File: src/rtl/pipeline_hazard_ctrl.sv
// Hazard sequencer for the 5-stage integer core: per-stage write enables and flushes
// covering load-use, CSR read-after-write, multi-cycle mul/div, data-memory wait and branch redirect.
module pipeline_hazard_ctrl #(
    parameter int CSR_DRAIN_CYCLES = 2,
    parameter int STALL_CNT_W      = 32
) (
    input  logic                   clock,
    input  logic                   reset,
    input  logic [4:0]             ifid_rs1,
    input  logic [4:0]             ifid_rs2,
    input  logic                   ifid_uses_rs1,
    input  logic                   ifid_uses_rs2,
    input  logic                   ifid_csr_read,
    input  logic [4:0]             idex_rd,
    input  logic                   idex_memread,
    input  logic                   idex_muldiv,
    input  logic                   muldiv_done,
    input  logic                   idex_csr_write,
    input  logic                   exmem_csr_write,
    input  logic                   memwb_csr_write,
    input  logic                   branch_taken,
    input  logic                   dmem_req,
    input  logic                   dmem_ready,
    output logic                   pc_write_en,
    output logic                   ifid_write_en,
    output logic                   idex_write_en,
    output logic                   exmem_write_en,
    output logic                   ifid_flush,
    output logic                   idex_flush,
    output logic                   exmem_flush,
    output logic                   memwb_flush,
    output logic [STALL_CNT_W-1:0] stall_cycles,
    output logic [1:0]             ctrl_state
);

    localparam logic [1:0] RUN       = 2'd0;
    localparam logic [1:0] MEM_WAIT  = 2'd1;
    localparam logic [1:0] MD_WAIT   = 2'd2;
    localparam logic [1:0] CSR_DRAIN = 2'd3;

    // Output actions; CSR entry and load-use share outputs but differ in next state.
    localparam logic [2:0] ACT_NONE = 3'd0;
    localparam logic [2:0] ACT_MEM  = 3'd1;
    localparam logic [2:0] ACT_MD   = 3'd2;
    localparam logic [2:0] ACT_BR   = 3'd3;
    localparam logic [2:0] ACT_CSR  = 3'd4;
    localparam logic [2:0] ACT_BUB  = 3'd5;

    localparam int DRAIN_W = (CSR_DRAIN_CYCLES > 1) ? $clog2(CSR_DRAIN_CYCLES) : 1;
    localparam logic [DRAIN_W-1:0] DRAIN_LOAD = DRAIN_W'(CSR_DRAIN_CYCLES - 1);

    logic [1:0]         state;
    logic [1:0]         state_nxt;
    logic [DRAIN_W-1:0] drain_cnt;
    logic [DRAIN_W-1:0] drain_nxt;
    logic [2:0]         run_act;
    logic [2:0]         act;
    logic               hold;
    logic               mem_stall;
    logic               md_stall;
    logic               any_csr_write;
    logic               csr_hazard;
    logic               load_use;

    assign mem_stall     = dmem_req & ~dmem_ready;
    assign md_stall      = idex_muldiv & ~muldiv_done;
    assign any_csr_write = idex_csr_write | exmem_csr_write | memwb_csr_write;
    assign csr_hazard    = ifid_csr_read & any_csr_write;
    assign load_use      = idex_memread & (idex_rd != 5'd0) &
                           ((ifid_uses_rs1 & (ifid_rs1 == idex_rd)) |
                            (ifid_uses_rs2 & (ifid_rs2 == idex_rd)));

    always_comb begin
        run_act = ACT_NONE;
        if (mem_stall)
            run_act = ACT_MEM;
        else if (md_stall)
            run_act = ACT_MD;
        else if (branch_taken)
            run_act = ACT_BR;
        else if (csr_hazard)
            run_act = ACT_CSR;
        else if (load_use)
            run_act = ACT_BUB;
    end

    // Wait states either hold their freeze or fall through to the RUN decision this cycle.
    always_comb begin
        act       = run_act;
        hold      = 1'b0;
        state_nxt = RUN;
        drain_nxt = drain_cnt;
        case (state)
            MEM_WAIT: begin
                if (!dmem_ready) begin
                    act  = ACT_MEM;
                    hold = 1'b1;
                end
            end
            MD_WAIT: begin
                if (!mem_stall && !muldiv_done) begin
                    act  = ACT_MD;
                    hold = 1'b1;
                end
            end
            CSR_DRAIN: begin
                drain_nxt = (drain_cnt != '0) ? drain_cnt - DRAIN_W'(1) : '0;
                if (mem_stall) begin
                    act  = ACT_MEM;
                    hold = 1'b1;
                end else if ((drain_cnt != '0) || any_csr_write) begin
                    act  = ACT_BUB;
                    hold = 1'b1;
                end
            end
            default: ;
        endcase
        if (hold) begin
            state_nxt = state;
        end else begin
            case (act)
                ACT_MEM: state_nxt = MEM_WAIT;
                ACT_MD:  state_nxt = MD_WAIT;
                ACT_CSR: begin
                    state_nxt = CSR_DRAIN;
                    drain_nxt = DRAIN_LOAD;
                end
                default: state_nxt = RUN;
            endcase
        end
    end

    always_comb begin
        pc_write_en    = 1'b1;
        ifid_write_en  = 1'b1;
        idex_write_en  = 1'b1;
        exmem_write_en = 1'b1;
        ifid_flush     = 1'b0;
        idex_flush     = 1'b0;
        exmem_flush    = 1'b0;
        memwb_flush    = 1'b0;
        if (reset) begin
            pc_write_en    = 1'b0;
            ifid_write_en  = 1'b0;
            idex_write_en  = 1'b0;
            exmem_write_en = 1'b0;
            ifid_flush     = 1'b1;
            idex_flush     = 1'b1;
            exmem_flush    = 1'b1;
            memwb_flush    = 1'b1;
        end else begin
            case (act)
                ACT_MEM: begin
                    pc_write_en    = 1'b0;
                    ifid_write_en  = 1'b0;
                    idex_write_en  = 1'b0;
                    exmem_write_en = 1'b0;
                    memwb_flush    = 1'b1;
                end
                ACT_MD: begin
                    pc_write_en   = 1'b0;
                    ifid_write_en = 1'b0;
                    idex_write_en = 1'b0;
                    exmem_flush   = 1'b1;
                end
                ACT_BR: begin
                    ifid_flush = 1'b1;
                    idex_flush = 1'b1;
                end
                ACT_CSR, ACT_BUB: begin
                    pc_write_en   = 1'b0;
                    ifid_write_en = 1'b0;
                    idex_flush    = 1'b1;
                end
                default: ;
            endcase
        end
    end

    always_ff @(posedge clock) begin
        if (reset) begin
            state        <= RUN;
            drain_cnt    <= '0;
            stall_cycles <= '0;
        end else begin
            state     <= state_nxt;
            drain_cnt <= drain_nxt;
            if (!pc_write_en && (stall_cycles != {STALL_CNT_W{1'b1}}))
                stall_cycles <= stall_cycles + STALL_CNT_W'(1);
        end
    end

    assign ctrl_state = state;

endmodule

File: config.mk
export PLATFORM = sky130hd
export DESIGN_NAME = pipeline_hazard_ctrl
export DESIGN_NICKNAME = d
export VERILOG_FILES = /design/src/rtl/pipeline_hazard_ctrl.sv
export SDC_FILE = /design/constraint.sdc
export NUM_CORES = 1
export LEC_CHECK = 0
export ABC_AREA = 1
export BUFFER_PORTS_ARGS = -buffer_cell sky130_fd_sc_hd__buf_2
export CAP_MARGIN = 15
export CORE_MARGIN = 3
export CORE_UTILIZATION = 47
export DETAILED_ROUTE_END_ITERATION = 6
export GPL_ROUTABILITY_DRIVEN = 0
export PLACE_DENSITY = 0.76
export SLEW_MARGIN = 0
export SYNTH_ARGS = -nofsm -noshare
export SYNTH_HDL_FRONTEND = slang
export SYNTH_SLANG_ARGS = --single-unit
File: constraint.sdc
create_clock -name clock -period 1.9 [get_ports clock]
set_input_delay 0.095 -clock clock [delete_from_list [all_inputs] [get_ports clock]]
set_output_delay 0.095 -clock clock [all_outputs]
set_load 0.005 [all_outputs]
==> flow_metrics.py, run 1 <==
metrics = {
    "placed_design": {
        "dp_worst_setup_slack_ns": -0.1125,
        "dp_cells": 615,
        "place_hpwl_um": 5558,
        "io_buffer_count": 70,
    },
    "worst_setup_path": {
        "critPathTopFamily": "simple AND/OR/NAND/NOR gates",
        "max_stage_delay_ns": 0.39,
        "critical_path_buf_inv_count": 5,
        "end_kind": "flip-flop",
        "crit_top_cell": "nand2_4",
        "start_kind": "flip-flop",
        "regToRegSetupSlack_ns": -0.23,
        "cp.required_ns": 2.12,
        "slowest_stage": "dfxtp_4",
        "critPathKind": "flip-flop to flip-flop",
        "cp_max_fo": 17,
        "worstPathCellList": "inv_4 -> nor2_4 -> inv_2 -> nor2_4 -> inv_1 -> nand3_1 -> nand2_2 -> nand2_4 -> nand2_4 -> nand2_4 -> nand4_4 -> buf_12 -> buf_12 -> nand3b_1 -> nand2_1 -> nor2_1",
        "cp.arrival_ns": 2.36,
    },
    "yosys": {
        "synth_xor_area_share_pct": 0,
        "synth_cell_type_count": 27,
        "synth_fa_ha_area_share_pct": 0.5074,
        "ys_warn_count": 0,
        "synthesis.area_um2": 2466,
        "ys_async_sr_fraction_pct": 0,
        "synth_compound_area_share_pct": 8.980,
        "synth_top_family_by_area": "simple AND/OR/NAND/NOR gates",
        "synth-simple-area-share_pct": 50.08,
        "syn-num-nets": 458,
        "synth_mux_area_share_pct": 0,
        "synth_seq_area_share_pct": 28.41,
        "yosys_most_used_dff": "dfxtp_1",
        "syn_avg_cell_area_um2": 5.762,
        "ys_ff_latch": 35,
        "synth_edf_count": 0,
        "synth_cells": 428,
    },
    "global_routing": {
        "use_met2_pct": 47.52,
        "gr-usage-met3_pct": 5.161,
        "use_met1_pct": 34.77,
        "top_usage_layer": "met2",
        "grt_max_degree": 32,
        "antenna_found_initial": 0,
        "grt-ovfl-total": 0,
        "grt_pass1_vias": 3165,
        "grtUsageTotal_pct": 27.89,
        "grt_pass1_wl_um": 13880,
    },
    "die": {
        "die-width_um": 78.44,
        "core_area_um2": 4880,
        "dieHeight_um": 78.44,
        "start_util_pct": 50.54,
        "die-area_um2": 6152,
        "fp-row-count": 25,
        "io_pins": 71,
    },
    "clock_tree": {
        "clkTransAtPathRegs_ns": 0.09,
        "h-tree-depth": 2,
        "cts_hold_buf": 0,
        "clock-sinks": 35,
        "clk_latency_ns": 0.31,
        "cts-root-buf": "clkbuf_8",
        "cts_tree": "yes",
        "cts_buffers": 5,
        "cts_buffer_depth": 2,
    },
    "power": {
        "ir_drop_v": 0.001021,
        "p_clk_share_pct": 21.5,
        "p_int_uw": 2376,
        "switchingPower_uw": 1602,
        "powerDensity_nw_per_um2": 936.0,
        "combPwrFrac_pct": 56.9,
        "switching_share_pct": 40.27,
        "leakagePower_uw": 0.002186,
        "p_seq_share_pct": 21.5,
    },
    "timing": {
        "hold_violations": 0,
        "layout_setup_ws_ns": -0.2334,
        "fmax_ghz": 0.4687,
        "slew_violations": 0,
        "relSlewSlack_pct": 73.31,
        "finalCritPeriodShare_pct": 112.3,
        "rsz0062_at_grt": "true",
        "period_needed_ns": 2.133,
        "finClkSkew_ns": 0.01115,
        "tightest_slew_ns": 0.3998,
        "finalSetupViolCount": 40,
    },
    "finish": {
        "fill_cells": 252,
        "stdcell_count": 648,
        "syn2layout_area_growth_pct": 72.35,
        "regArea_um2": 713.2,
        "drive_gt1_share_pct": 50.43,
        "antennaDiodeCount": 0,
        "multiInputGateArea_um2": 1931,
        "fin_nets": 610,
    },
    "detailed_routing": {
        "drtAntennaViolNets": 0,
        "wl_per_cell_um": 18.46,
        "drtIter0Drc": 596,
        "routed_via_density": 6.040,
        "drc_errors": 1,
        "wirelength_um": 11960,
        "dr.pass1.iters": 7,
        "vias": 3914,
    },
    "status": {
        "run_status": "complete, but fails checks",
        "violations": "DRC, setup timing",
    },
    "hold_path": {
        "hold_class": "input port to flip-flop",
    },
    "job": {
        "cap_violations": 0,
    },
}
## layout make-up
type / count / share of cell area (%)
Timing Repair Buffer: 155 / 27.05
Sequential cell: 35 / 16.78
Multi-Input combinational cell: 322 / 45.42
Clock inverter: 3 / 1.590
Inverter: 61 / 5.564
Clock buffer: 5 / 1.619
Tap cell: 67 / 1.972
## final timing paths
kind                    startpoint                to  cells after the start
hold reg to reg   stall_cycles[30]  stall_cycles[30]                      2
hold / removal               reset     ctrl_state[0]                      2
setup reg to reg     ctrl_state[0]   stall_cycles[1]                     16
setup / recovery     ctrl_state[0]   stall_cycles[1]                     16
## registers in the layout, summed over array words and instances, names as in the netlist
register / cells
stall_cycles: 32
ctrl_state: 2
drain_cnt: 1
## placed cells by master, fill, tap and decap left out, drive strengths merged
| master | instances |
|---|---|
| clkbuf | 8 |
| buf | 152 |
| nand3 | 51 |
| nor2 | 73 |
| nand4 | 8 |
| clkinvlp | 1 |
| o21ai | 4 |
| o211ai | 1 |
| nand2 | 130 |
| nor4 | 3 |
| a21oi | 34 |
| nand3b | 2 |
| inv | 61 |
| o31ai | 1 |
| nor3b | 1 |
| o311ai | 1 |
| nor3 | 12 |
| bufinv | 2 |
| dfxtp | 35 |
| ha | 1 |
## layer usage
| metal | routed length [µm] | vias up |
|---|---|---|
| li1 | - | 1672 |
| met1 | 4298 | 1782 |
| met2 | 5691 | 353 |
| met3 | 1212 | 107 |
| met4 | 761 | 0 |
| met5 | 0 | - |
## cell families after synthesis
family,Yosys count
buf+inv,71
fa+ha+maj,1
compound gates,41
simple gates,280
flops,35
## power by group through the flow
stage	logic (µW)	clock network, µW	registers, µW
2_1_floorplan	722	0	855
5_1_grt	2340	882	862
6_report	2270	856	857
3_5_place_dp	1140	0	835
3_3_place_gp	1100	0	831
4_1_cts	1500	822	827
## through the flow
stage,total power [µW],hold slack (ns),util (%),TNS [ns],instance area [µm²]
2_1_floorplan,1578,0.1641,-,0,2471
6_report,3978,0.04936,87.10,-6.350,4250
5_1_grt,4085,0.06067,87.10,-8.768,4250
4_1_cts,3151,0.03510,76.46,-0.2204,3731
3_3_place_gp,1931,0.3460,67.64,-0.009752,3301
3_5_place_dp,1976,0.3526,67.64,-1.985,3301
## cell usage after synthesis (all sizes together), types with 2 or more instances
cell      n  area, µm²
a21oi    34      170.2
buf       7      56.30
clkbuf    3      11.26
dfxtp    35      700.7
inv      61      229.0
nand2   130      503.0
nand3    51      260.3
nand3b    2      15.01
nand4     8      65.06
nor2     73      279.0
nor3     12      86.34
nor4      3      18.77
o21ai     4      20.02
## timing repair
action | 4_1_cts | 5_1_grt
endpoints found under the setup margin | 31 | 40
buffers inserted | 14 | 7
pin swaps | 21 | 38
resized for setup | 42 | 100
gates cloned | 1 | 4
No activity file was read; power rests on OpenSTA's default activity.
==> run 2, diff against run 1 <==
CORE_MARGIN = unset   (was 3)
==> run 2 against run 1 <==
Compared with the run above:
- the flow finishes with violations (setup timing)
- sequential share of layout area rose by 0.82 points
- critical path type unchanged
- non-clock buffer count is 7 lower
- largest power group unchanged
- final cell count down 1.2%
- setup slack worse by 0.022 ns
- wire length fell by 15%
- clock skew is 0.0029 ns higher
- global-route usage fell by 1.4 points
- power fell by 10%
- via count is 7.5% lower
==> flow_metrics.py, run 2 (same netlist as run 1, synthesis figures left out) <==
metrics = {
    "status": {
        "violations": "setup timing",
        "run_status": "complete, but fails checks",
    },
    "power": {
        "finalPower_uw": 3561,
        "powerDensity_nw_per_um2": 874.2,
        "ir_drop_v": 0.0009744,
        "leakagePower_uw": 0.002143,
    },
    "die": {
        "die-area_um2": 5541,
        "fp-row-count": 25,
        "core_area_um2": 4880,
        "start_util_pct": 50.54,
        "dieHeight_um": 74.44,
        "io_pins": 71,
        "die-width_um": 74.44,
    },
    "clock_tree": {
        "clock-sinks": 35,
        "cts_buffer_depth": 2,
        "clkTransAtPathRegs_ns": 0.09,
        "cts-root-buf": "clkbuf_8",
        "clk_latency_ns": 0.31,
        "cts_tree": "yes",
        "cts_buffers": 5,
        "h-tree-depth": 2,
        "cts_hold_buf": 0,
    },
    "worst_setup_path": {
        "cp_max_fo": 6,
        "cp.required_ns": 2.12,
        "crit_path_start": "ctrl_state[0]",
        "r2r_start": "ctrl_state[0]",
        "end_kind": "flip-flop",
        "cp.arrival_ns": 2.38,
        "rr_endpoint": "stall_cycles[31]",
        "r2r_cells": 16,
        "regToRegSetupSlack_ns": -0.26,
        "critPathKind": "flip-flop to flip-flop",
        "start_kind": "flip-flop",
    },
    "finish": {
        "final_common_cell": "nand2_1",
        "syn2layout_area_growth_pct": 65.20,
        "fin_util_pct": 83.49,
        "largest_reg_flops": 32,
        "largest_register": "stall_cycles",
        "final_cell_mix": "nand2_1 (104), buf_2 (68), buf_4 (65), nor2_1 (59), inv_1 (41)",
        "drive_gt1_share_pct": 48.52,
        "finalInstanceArea_um2": 4074,
        "antennaDiodeCount": 0,
        "fin_nets": 603,
    },
    "timing": {
        "fmax_ghz": 0.4639,
        "hold_violations": 0,
        "finalCritPeriodShare_pct": 113.5,
        "relSlewSlack_pct": 73.57,
        "rsz0062_at_grt": "true",
        "layout_setup_ws_ns": -0.2557,
        "fin_worst_hold_slack_ns": 0.04889,
        "slew_violations": 0,
        "period_needed_ns": 2.156,
        "finClkSkew_ns": 0.01410,
        "tightest_slew_ns": 0.3959,
        "finalSetupViolCount": 40,
    },
    "detailed_routing": {
        "routed_via_density": 5.655,
        "drtAntennaViolNets": 0,
        "drc_errors": 0,
        "wirelength_um": 10150,
        "drtIter0Drc": 416,
        "wl_per_cell_um": 15.85,
        "dr.pass1.iters": 6,
        "vias": 3619,
    },
    "global_routing": {
        "grt_pass1_wl_um": 11420,
        "grt_max_degree": 47,
        "grt-ovfl-total": 0,
        "antenna_found_initial": 0,
        "grt_pass1_vias": 2657,
        "grtUsageTotal_pct": 26.48,
    },
    "placed_design": {
        "io_buffer_count": 70,
        "place_area_um2": 3248,
        "dp_worst_setup_slack_ns": -0.1662,
        "place_hpwl_um": 5055,
    },
    "hold_path": {
        "hold_depth": 2,
        "min_from": "reset",
        "hold_class": "input port to flip-flop",
        "whs_endpoint": "ctrl_state[0]",
    },
    "job": {
        "cap_violations": 0,
    },
}
run 2: cell count changes in the layout (fill, tap and decap cells not counted), sizes merged:
cell      delta
bufinv       -2
clkinvlp     -1
buf          -8
clkbuf       +2
clkinv       +1
run 2: layer usage:
| metal | wire (µm) | GRT usage, % | up-vias |
|---|---|---|---|
| li1 | - | - | 1654 |
| met1 | 3816 | 35.44 | 1643 |
| met2 | 4872 | 43.84 | 256 |
| met3 | 927 | 5.149 | 66 |
| met4 | 530 | 6.499 | 0 |
| met5 | 0 | 0 | - |
run 2: worst max-delay path, cell delays in order (launching register included):
cell and delay (ns):
dfxtp_2 0.36, inv_2 0.06, nor2_2 0.09, inv_2 0.07, nor2_4 0.09, inv_1 0.04
nand3_1 0.13, nand2_1 0.13, nand2_2 0.15, nand2_4 0.09, nand2_4 0.10, nand4_4 0.13
buf_6 0.18, clkbuf_16 0.16, nand3_2 0.06, nand2_1 0.05, nor2_1 0.19
run 2: area by class of cell:
cell class | count | area (µm²)
Fill cell | 303 | 805.8
Clock buffer | 6 | 82.58
Multi-Input combinational cell | 322 | 1864
Sequential cell | 35 | 716.9
Tap cell | 67 | 83.83
Timing Repair Buffer | 148 | 1090
Clock inverter | 1 | 5.005
Inverter | 61 | 231.5
run 2: worst max path at each step:
stage	to	slack (ns)	cells past startpoint
after floorplan	pc_write_en	0.01	15
after global placement	stall_cycles[25]	-0.13	15
after detailed placement	stall_cycles[29]	-0.17	15
after CTS	idex_write_en	-0.006	11
after global routing	stall_cycles[31]	-0.37	16
final	stall_cycles[31]	-0.26	16
run 2: repair_timing:
action,CTS,global route
endpoints found under the setup margin,17,40
pin swaps,10,25
gates resized for setup,31,98
cloned,0,7
setup buffers,6,12
run 2: metrics by stage:
step	instances	TNS, ns
after floorplan	428	0
after global placement	608	-0.4548
after detailed placement	608	-0.8019
after CTS	621	-0.01629
after global routing	640	-10.07
final	640	-6.625
run 2: power by group:
group,switching (µW),internal [µW],total [µW],leakage (µW)
clock network,310,285,595,0.0000470
logic,1100,1020,2120,0.00181
registers,53.6,791,845,0.000288
